[src/rtl/clk_div_ctrl_if.sv]
// Control/status bundle for the divided-clock generator.
// With CLK_DIV_CTRL_STB_EN defined it also carries the rise_stb strobe.
interface clk_div_ctrl_if;
  logic       enable;
  logic [2:0] sel;
  logic       sel_req;
  logic       sel_ack;
  logic       sel_err;
  logic       busy;
  logic [2:0] cur_sel;
  logic       freq_out;
`ifdef CLK_DIV_CTRL_STB_EN
  logic       rise_stb;

  modport master (output enable, sel, sel_req,
                  input  sel_ack, sel_err, busy, cur_sel, freq_out, rise_stb);
  modport slave  (input  enable, sel, sel_req,
                  output sel_ack, sel_err, busy, cur_sel, freq_out, rise_stb);
`else
  modport master (output enable, sel, sel_req,
                  input  sel_ack, sel_err, busy, cur_sel, freq_out);
  modport slave  (input  enable, sel, sel_req,
                  output sel_ack, sel_err, busy, cur_sel, freq_out);
`endif
endinterface

[src/rtl/clk_div_ctrl.sv]
// Glitch-free run-time divided-clock generator with req/ack ratio switching.
// Optional rise_stb output is enabled by defining CLK_DIV_CTRL_STB_EN.
module clk_div_ctrl #(
  parameter int CNT_W       = 5,
  parameter int DIV_DEFAULT = 9
) (
  input  logic          clk,
  input  logic          rst,
  clk_div_ctrl_if.slave bus
);

  localparam logic [1:0] S_IDLE = 2'd0;
  localparam logic [1:0] S_WAIT = 2'd1;
  localparam logic [1:0] S_ACK  = 2'd2;

  function automatic logic [CNT_W-1:0] selToLim(input logic [2:0] s);
    case (s)
      3'd0:    selToLim = CNT_W'(24);
      3'd1:    selToLim = CNT_W'(9);
      3'd2:    selToLim = CNT_W'(8);
      3'd3:    selToLim = CNT_W'(4);
      3'd4:    selToLim = CNT_W'(1);
      default: selToLim = CNT_W'(DIV_DEFAULT);
    endcase
  endfunction

  logic [1:0]       r_state;
  logic [CNT_W-1:0] r_div;
  logic [CNT_W-1:0] r_lim;
  logic [CNT_W-1:0] r_pendLim;
  logic [2:0]       r_pendSel;
  logic [2:0]       r_curSel;
  logic             r_freq;
  logic             r_busy;
  logic             r_ack;
  logic             r_err;
  logic             r_errFlag;

  logic w_selValid;
  logic w_accept;
  logic w_boundary;
  logic w_apply;

  assign w_selValid = (bus.sel <= 3'd4);
  assign w_accept   = (r_state == S_IDLE) && bus.sel_req;
  assign w_boundary = (r_div == r_lim) && r_freq;
  // A disabled divider has no edge to wait for, so a pending switch lands at once.
  assign w_apply    = (r_state == S_WAIT) && (!bus.enable || w_boundary);

  always_ff @(posedge clk) begin
    if (rst) begin
      r_div    <= '0;
      r_freq   <= 1'b0;
      r_lim    <= CNT_W'(DIV_DEFAULT);
      r_curSel <= 3'd1;
    end else if (w_apply) begin
      r_div    <= '0;
      r_freq   <= 1'b0;
      r_lim    <= r_pendLim;
      r_curSel <= r_pendSel;
    end else if (!bus.enable) begin
      r_div  <= '0;
      r_freq <= 1'b0;
    end else if (r_div == r_lim) begin
      r_div  <= '0;
      r_freq <= ~r_freq;
    end else begin
      r_div <= r_div + 1'b1;
    end
  end

  // Request FSM; busy rises the cycle after acceptance and drops as ack goes out.
  always_ff @(posedge clk) begin
    if (rst) begin
      r_state   <= S_IDLE;
      r_busy    <= 1'b0;
      r_ack     <= 1'b0;
      r_err     <= 1'b0;
      r_errFlag <= 1'b0;
      r_pendLim <= CNT_W'(DIV_DEFAULT);
      r_pendSel <= 3'd1;
    end else begin
      r_ack <= 1'b0;
      r_err <= 1'b0;
      case (r_state)
        S_IDLE: begin
          if (w_accept) begin
            r_busy <= 1'b1;
            if (!w_selValid || (bus.sel == r_curSel)) begin
              r_errFlag <= !w_selValid;
              r_state   <= S_ACK;
            end else begin
              r_errFlag <= 1'b0;
              r_pendSel <= bus.sel;
              r_pendLim <= selToLim(bus.sel);
              r_state   <= S_WAIT;
            end
          end
        end
        S_WAIT: begin
          if (w_apply) r_state <= S_ACK;
        end
        S_ACK: begin
          r_ack   <= 1'b1;
          r_err   <= r_errFlag;
          r_busy  <= 1'b0;
          r_state <= S_IDLE;
        end
        default: r_state <= S_IDLE;
      endcase
    end
  end

`ifdef CLK_DIV_CTRL_STB_EN
  logic r_riseStb;

  // Registered alongside freq_out so the strobe lines up with the 0->1 cycle.
  always_ff @(posedge clk) begin
    if (rst) r_riseStb <= 1'b0;
    else     r_riseStb <= bus.enable && !w_apply && (r_div == r_lim) && !r_freq;
  end

  assign bus.rise_stb = r_riseStb;
`endif

  assign bus.sel_ack  = r_ack;
  assign bus.sel_err  = r_err;
  assign bus.busy     = r_busy;
  assign bus.cur_sel  = r_curSel;
  assign bus.freq_out = r_freq;

endmodule
[src/flat_wrapper.sv]
// flat-port wrapper written by rule: the top's interface ports become plain ports
module clk_div_ctrl_flat 
#(
  parameter int CNT_W       = 5,
  parameter int DIV_DEFAULT = 9
)
  (clk, rst, bus_enable, bus_sel, bus_sel_req, bus_sel_ack, bus_sel_err, bus_busy, bus_cur_sel, bus_freq_out);
  clk_div_ctrl_if bus_i ();
  input  logic clk;
  input  logic rst;
  input wire logic [$bits(bus_i.enable)-1:0] bus_enable;
  input wire logic [$bits(bus_i.sel)-1:0] bus_sel;
  input wire logic [$bits(bus_i.sel_req)-1:0] bus_sel_req;
  output wire logic [$bits(bus_i.sel_ack)-1:0] bus_sel_ack;
  output wire logic [$bits(bus_i.sel_err)-1:0] bus_sel_err;
  output wire logic [$bits(bus_i.busy)-1:0] bus_busy;
  output wire logic [$bits(bus_i.cur_sel)-1:0] bus_cur_sel;
  output wire logic [$bits(bus_i.freq_out)-1:0] bus_freq_out;
  assign bus_i.enable = bus_enable;
  assign bus_i.sel = bus_sel;
  assign bus_i.sel_req = bus_sel_req;
  assign bus_sel_ack = bus_i.sel_ack;
  assign bus_sel_err = bus_i.sel_err;
  assign bus_busy = bus_i.busy;
  assign bus_cur_sel = bus_i.cur_sel;
  assign bus_freq_out = bus_i.freq_out;
  clk_div_ctrl #(.CNT_W(CNT_W), .DIV_DEFAULT(DIV_DEFAULT)) u_core (.clk(clk), .rst(rst), .bus(bus_i));
endmodule
[config.mk]
export PLATFORM = sky130hd
export DESIGN_NAME = clk_div_ctrl_flat
export DESIGN_NICKNAME = d
export VERILOG_FILES = /design/src/rtl/clk_div_ctrl_if.sv /design/src/rtl/clk_div_ctrl.sv /design/src/flat_wrapper.sv
export SDC_FILE = /design/constraint.sdc
export NUM_CORES = 1
export LEC_CHECK = 0
export BUFFER_PORTS_ARGS = -buffer_cell sky130_fd_sc_hd__buf_4
export CAP_MARGIN = 20
export CORE_ASPECT_RATIO = 0.9
export CORE_UTILIZATION = 55
export CTS_BUF_LIST = sky130_fd_sc_hd__clkbuf_8
export DETAILED_ROUTE_END_ITERATION = 7
export GPL_TIMING_DRIVEN = 0
export PLACE_DENSITY = 0.79
export SLEW_MARGIN = 25
export SYNTH_ARGS = -nofsm -noshare
export SYNTH_HDL_FRONTEND = slang
export SYNTH_SLANG_ARGS = --single-unit
[constraint.sdc]
create_clock -name clk -period 1.8 [get_ports clk]
set_input_delay 0.27 -clock clk [delete_from_list [all_inputs] [get_ports clk]]
set_output_delay 0.27 -clock clk [all_outputs]
set_load 0.01 [all_outputs]
==> results.toml, run 1 <==
[finish]
n_antenna_cell = 0
fillers = 163
stdcell_count = 162
final_util = 0.699
synthToLayoutAreaGrowth_pct = 15.4
drive_above_1_share = 0.204
nets = 146

[routing]
drt_iter0_drc = 15
postRouteWirelength_mm = 2.26
drt-met1-wl_mm = 1.02
dr.max_layer_used = "met4"
met3_length_um = 77
num_vias = 889
ant_nets = 0
wire_per_inst_um = 14.0
route.detailed.drc = 0
viasPerCell = 5.49
route.met2.wl_mm = 1.13
first_pass_iters = 4

[setup_path]
path_cells = "or3_4, a2111oi_4, or3_4, mux2i_1"
critPathCaptureType = "flip-flop"
max_stage_delay_ns = 0.42
ff2ff_setup_slack_ns = 0.10
timing.critical_path.buf_inv = 0
cp.arrival_ns = 1.90
required_ns = 2.00
crit_path_start_kind = "flip-flop"
cp_common_cell = "or3_4"
cp_slowest_cell = "or3_4"
worstPathMaxFanout = 6
path_class = "flip-flop to flip-flop"
cp_top_family = "simple AND/OR/NAND/NOR gates"

[floorplan]
num_io_pins = 14
die_w_um = 51.3
start_util = 0.606
dieArea_mm2 = 0.00238
rows = 15
die_h_um = 46.4
design.core.area_mm2 = 0.00199

[cts]
cts.htree.levels = 1
cts.sink_count = 26
insertion_delay_ns = 0.27
cts_root_buf = "clkbuf_8"
hold_buffers = 0
ctsLongestPathBuffers = 2
path_clk_slew_ns = 0.09
ctsResizeCount = 0
numCtsBuffers = 3
cts_tree = "yes"
post_cts_buffers = 0

[synth]
synth_area_per_cell_um2 = 9.88
syn-num-nets = 130
ys_seq_area_frac = 0.432
synth_area_mm2 = 0.00120
ys_warn_count = 0
synth_cell_types = 34
async_reset_ff_frac = 0
synthFlopType = "dfxtp_1"
synth_edf_count = 0
syn_inst = 122
ys_ff_latch = 26

[power]
p_total_mw = 1.20
p_leak_nw = 0.564
comb_power_share = 0.101
seqPwrFrac = 0.501
intPower_uw = 949
p_clk_frac = 0.398
p_sw_uw = 256
power.density_mw_per_mm2 = 866
ir_drop_mv = 0.797
p_sw_frac = 0.212

[placement]
port_buffers = 11
placed_cells = 158
dpl.hpwl_mm = 1.58
gp_congestion = 0.711
dpl_worst_slack_ns = 0.127

[global_routing]
grt-ovfl-total = 0
grt_pass1_wl_mm = 3.56
grt_max_degree = 16
grt_pass1_vias = 842
antenna_found_initial = 0
gr-usage-all-layers = 0.211

[sta]
slew_headroom = 0.737
fmax_mhz = 590
rsz0062_at_grt = "no"
skew_ns = 0.00440
setup_slack_ns = 0.105
fin_crit_sh = 0.942
finalSetupViolCount = 0
period_minus_slack_ns = 1.70
slew_viol_final = 0
setup_tns_ns = 0
final_hold_viol_count = 0
tightestPinTransition_ns = 0.394

[flow_run]
max_cap_violations = 0

[min_path]
hp-class = "input port to flip-flop"

[run_status]
status = "finished clean"
-- layout by cell type, fill, tap and decap left out, types with 2 or more instances in the layout --
master    synthesis  routed
dfxtp_1          26      26
nor2_1           16      16
mux2i_1          14      14
buf_4             1      12
nand2b_1         11      11
a21oi_1           5       5
xnor2_1           4       4
inv_1             4       4
xor2_1            4       4
nand3_1           3       3
nand2_1           3       3
clkbuf_8          0       3
buf_6             2       2
or2_2             2       2
o21bai_1          2       2
nor2b_1           2       2
nor3_1            2       2
or3_4             2       2
nand3b_1          2       2
o21ai_0           2       2
-- worst paths after layout --
path / end / startpoint / cells past startpoint
max: u_core.r_pendLim[2] / u_core.bus.cur_sel[1] / 4
min: u_core.bus.freq_out / bus_enable / 3
max reg2reg: u_core.r_pendLim[2] / u_core.bus.cur_sel[1] / 4
min reg2reg: u_core.bus.sel_err / u_core.r_errFlag / 1
-- kinds of logic after synthesis --
family,after synthesis,share of synthesized area
AOI/OAI and AO/OA,14,0.0955
xor gates and xnor gates,8,0.0581
adders and majority gates,1,0.0104
buffers and inverters,9,0.0457
DFF,26,0.432
muxes,14,0.116
and+or+nand+nor,50,0.242
-- metal layers --
metal	global-route usage	vias up
li1	-	443
met1	0.237	426
met2	0.392	15
met3	0.0561	5
met4	0.0703	0
met5	0	-
-- metrics by stage --
stage | instance area (um2) | hold slack [ns]
floorplan | 1200 | 0.425
global placement | 1320 | 0.444
detailed placement | 1320 | 0.448
CTS | 1390 | 0.305
global route | 1390 | 0.316
finish | 1390 | 0.308
-- worst register-to-register path, stage by stage, from the launching register on --
cell and delay, ns:
dfxtp_1 0.37, or3_4 0.42, a2111oi_4 0.42, or3_4 0.24, mux2i_1 0.18
-- synthesized netlist by cell type (3+ instances only) --
cell type	instances	area [um2]
inv_1	4	15.0
nand2_1	3	11.3
nor2_1	16	60.1
xor2_1	4	35.0
nand2b_1	11	68.8
nand3_1	3	15.0
dfxtp_1	26	521
a21oi_1	5	25.0
xnor2_1	4	35.0
mux2i_1	14	140
-- cell type report --
cell class              count  area (um2)  area share
clock buffers               3        41.3      0.0297
flip-flops and latches     26         520       0.374
well taps                  25        31.3      0.0225
plain buffers               5        40.0      0.0288
repair buffers             11        82.6      0.0594
inverters                   4        15.0      0.0108
multi-input cells          87         629       0.453
clock inverters             1        30.0      0.0216
-- power by group through the flow --
stage | clock (mW) | sequential, mW | combinational (mW)
2_1_floorplan | 0 | 0.616 | 0.0848
3_3_place_gp | 0 | 0.615 | 0.116
3_5_place_dp | 0 | 0.616 | 0.121
4_1_cts | 0.486 | 0.603 | 0.122
5_1_grt | 0.506 | 0.605 | 0.132
6_report | 0.479 | 0.603 | 0.122
-- state kept, by name, indices dropped and copies added (netlist names), 2 cells and up --
| register | count |
|---|---|
| u_core.r_div | 5 |
| u_core.r_lim | 4 |
| u_core.r_pendLim | 4 |
| u_core.bus.cur_sel | 3 |
| u_core.r_pendSel | 3 |
| u_core.r_state | 2 |
Note: power is estimated with default switching activity, not from simulation.
==> run 2, diff against run 1 <==
BUFFER_PORTS_ARGS = default   (was -buffer_cell sky130_fd_sc_hd__buf_4)
DONT_BUFFER_PORTS = 1   (was default)
PLACE_DENSITY = 0.73   (was 0.79)
==> run 2 against run 1 <==
  * Global-route usage shrank 0.071 points
  * Via count down 6.9%
  * Fmax is 0.58% higher
  * Critical path depth grew 1
  * Die area stayed put
  * Sequential power is essentially flat
  * Count of clock-buffer cells in the layout is 1 higher
  * Utilization decreased by 4.5 points
  * Clock skew decreased by 0.0022 ns
  * Non-clock buffer count is 10 lower
  * Sequential share of layout area rose by 2.7 points
  * Worst setup slack improved by 0.0099 ns
==> results.toml, run 2 (synthesized netlist as in run 1, its figures left out) <==
[run_status]
status = "finished clean"

[routing]
first_pass_iters = 4
wire_per_inst_um = 13.8
num_vias = 828
viasPerCell = 5.45
route.detailed.drc = 0
drt_iter0_drc = 12
postRouteWirelength_mm = 2.10
ant_nets = 0

[cts]
hold_buffers = 0
insertion_delay_ns = 0.27
cts_root_buf = "clkbuf_8"
numCtsBuffers = 3
ctsLongestPathBuffers = 2
cts.htree.levels = 1
path_clk_slew_ns = 0.09
cts_tree = "yes"
cts.sink_count = 26

[global_routing]
grt_pass1_vias = 764
antenna_found_initial = 0
gr-usage-all-layers = 0.210
grt_pass1_wl_mm = 3.52
grt_max_degree = 15
grt-ovfl-total = 0

[placement]
port_buffers = 0
gp_congestion = 0.717
dpl.hpwl_mm = 1.51

[setup_path]
cp_slowest_cell = "or3_4"
critical_path.startpoint = "u_core.bus.cur_sel[1]"
timing.rr.end = "u_core.r_pendLim[0]"
cp_num_cells = 5
r2r_start = "u_core.bus.cur_sel[1]"
max_stage_delay_ns = 0.40
crit_path_start_kind = "flip-flop"
ff2ff_setup_slack_ns = 0.11
timing.critical_path.buf_inv = 1
required_ns = 1.95
critPathCaptureType = "flip-flop"
cp.arrival_ns = 1.83
crit_end = "u_core.r_pendLim[0]"
worstPathMaxFanout = 6
cp_top_family = "simple AND/OR/NAND/NOR gates"
path_cells = "or3_4, a2111oi_4, buf_4, nor3_4, mux2i_1"
path_class = "flip-flop to flip-flop"
reg2reg_depth = 5

[power]
power.density_mw_per_mm2 = 829
p_sw_uw = 242
ir_drop_mv = 0.696
p_sw_frac = 0.224
seqPwrFrac = 0.560
p_clk_frac = 0.346
intPower_uw = 836
p_leak_nw = 0.508
comb_power_share = 0.093

[sta]
slew_headroom = 0.755
fin_crit_sh = 0.936
skew_ns = 0.00219
slew_viol_final = 0
fmax_mhz = 593
finalSetupViolCount = 0
final_hold_viol_count = 0
period_minus_slack_ns = 1.69
setup_tns_ns = 0
tightestPinTransition_ns = 0.367

[floorplan]
start_util = 0.606
dieArea_mm2 = 0.00238
die_w_um = 51.3
design.core.area_mm2 = 0.00199
rows = 15
die_h_um = 46.4
num_io_pins = 14

[finish]
nets = 136
top_register = "u_core.r_div"
n_antenna_cell = 0
largest_reg_flops = 5
final_common_cell = "dfxtp_1"
synthToLayoutAreaGrowth_pct = 7.89
most-common-layout-cells = "dfxtp_1 (25), nor2_1 (16), mux2i_1 (14), nand2b_1 (11), a21oi_1 (5)"
top_regs = "u_core.r_div (5), u_core.r_lim (4), u_core.r_pendLim (4)"
final_util = 0.653
drive_above_1_share = 0.150

[flow_run]
max_cap_violations = 0

[min_path]
hp-class = "input port to flip-flop"
[run 2: changes by cell type in the layout (fill, tap and decap cells not counted), sizes merged]
cell / delta
buf: -10
clkbuf: +1
bufinv: -1
[run 2: worst min path at each step]
stage | from | end | slack, ns | cells after the start
CTS | bus_sel[2] | u_core.r_pendSel[2] | 0.14 | 2
detailed placement | bus_sel[2] | u_core.r_pendSel[2] | 0.44 | 2
global route | bus_sel[2] | u_core.r_pendSel[2] | 0.15 | 2
finish | bus_sel[2] | u_core.r_pendSel[2] | 0.14 | 2
floorplan | bus_sel[2] | u_core.r_pendSel[2] | 0.43 | 2
global placement | bus_sel[2] | u_core.r_pendSel[2] | 0.43 | 2
[run 2: repair_timing]
action	CTS	global route
endpoints found under the setup margin	0	2
gates resized for setup	0	1
endpoints found under the hold margin	0	0
buffers inserted	0	1
[run 2: per-stage QoR]
step           instances  hold WS, ns  setup slack [ns]  power [mW]  cell area (um2)
4_1_cts              151        0.141            0.0551        1.09             1290
2_1_floorplan        122        0.425             0.208       0.700             1200
3_3_place_gp         147        0.430             0.107       0.714             1240
5_1_grt              152        0.152          -0.00731        1.14             1300
3_5_place_dp         147        0.437            0.0664       0.719             1240
6_report             152        0.143             0.114        1.08             1300
[run 2: cell type report]
class,instances,area [um2]
Fill cell,167,689
Multi-Input combinational cell,87,629
Sequential cell,26,522
Clock buffer,4,55.1
Buffer,5,40.0
Tap cell,25,31.3
Inverter,4,15.0
Timing Repair Buffer,1,7.51
[run 2: power groups by stage]
stage	clock network (mW)	logic (mW)	registers, mW
floorplan	0	0.0848	0.616
global placement	0	0.0970	0.617
detailed placement	0	0.102	0.618
CTS	0.385	0.102	0.604
global route	0.419	0.111	0.607
finish	0.373	0.101	0.604
[run 2: layer usage]
metal / GRT usage / part of all wire / up-vias
met3: 0.0792 / 0.057 / 4
met4: 0.0595 / 0.0086 / 0
met1: 0.269 / 0.46 / 381
met5: 0 / 0 / -
li1: - / - / 420
met2: 0.334 / 0.47 / 23
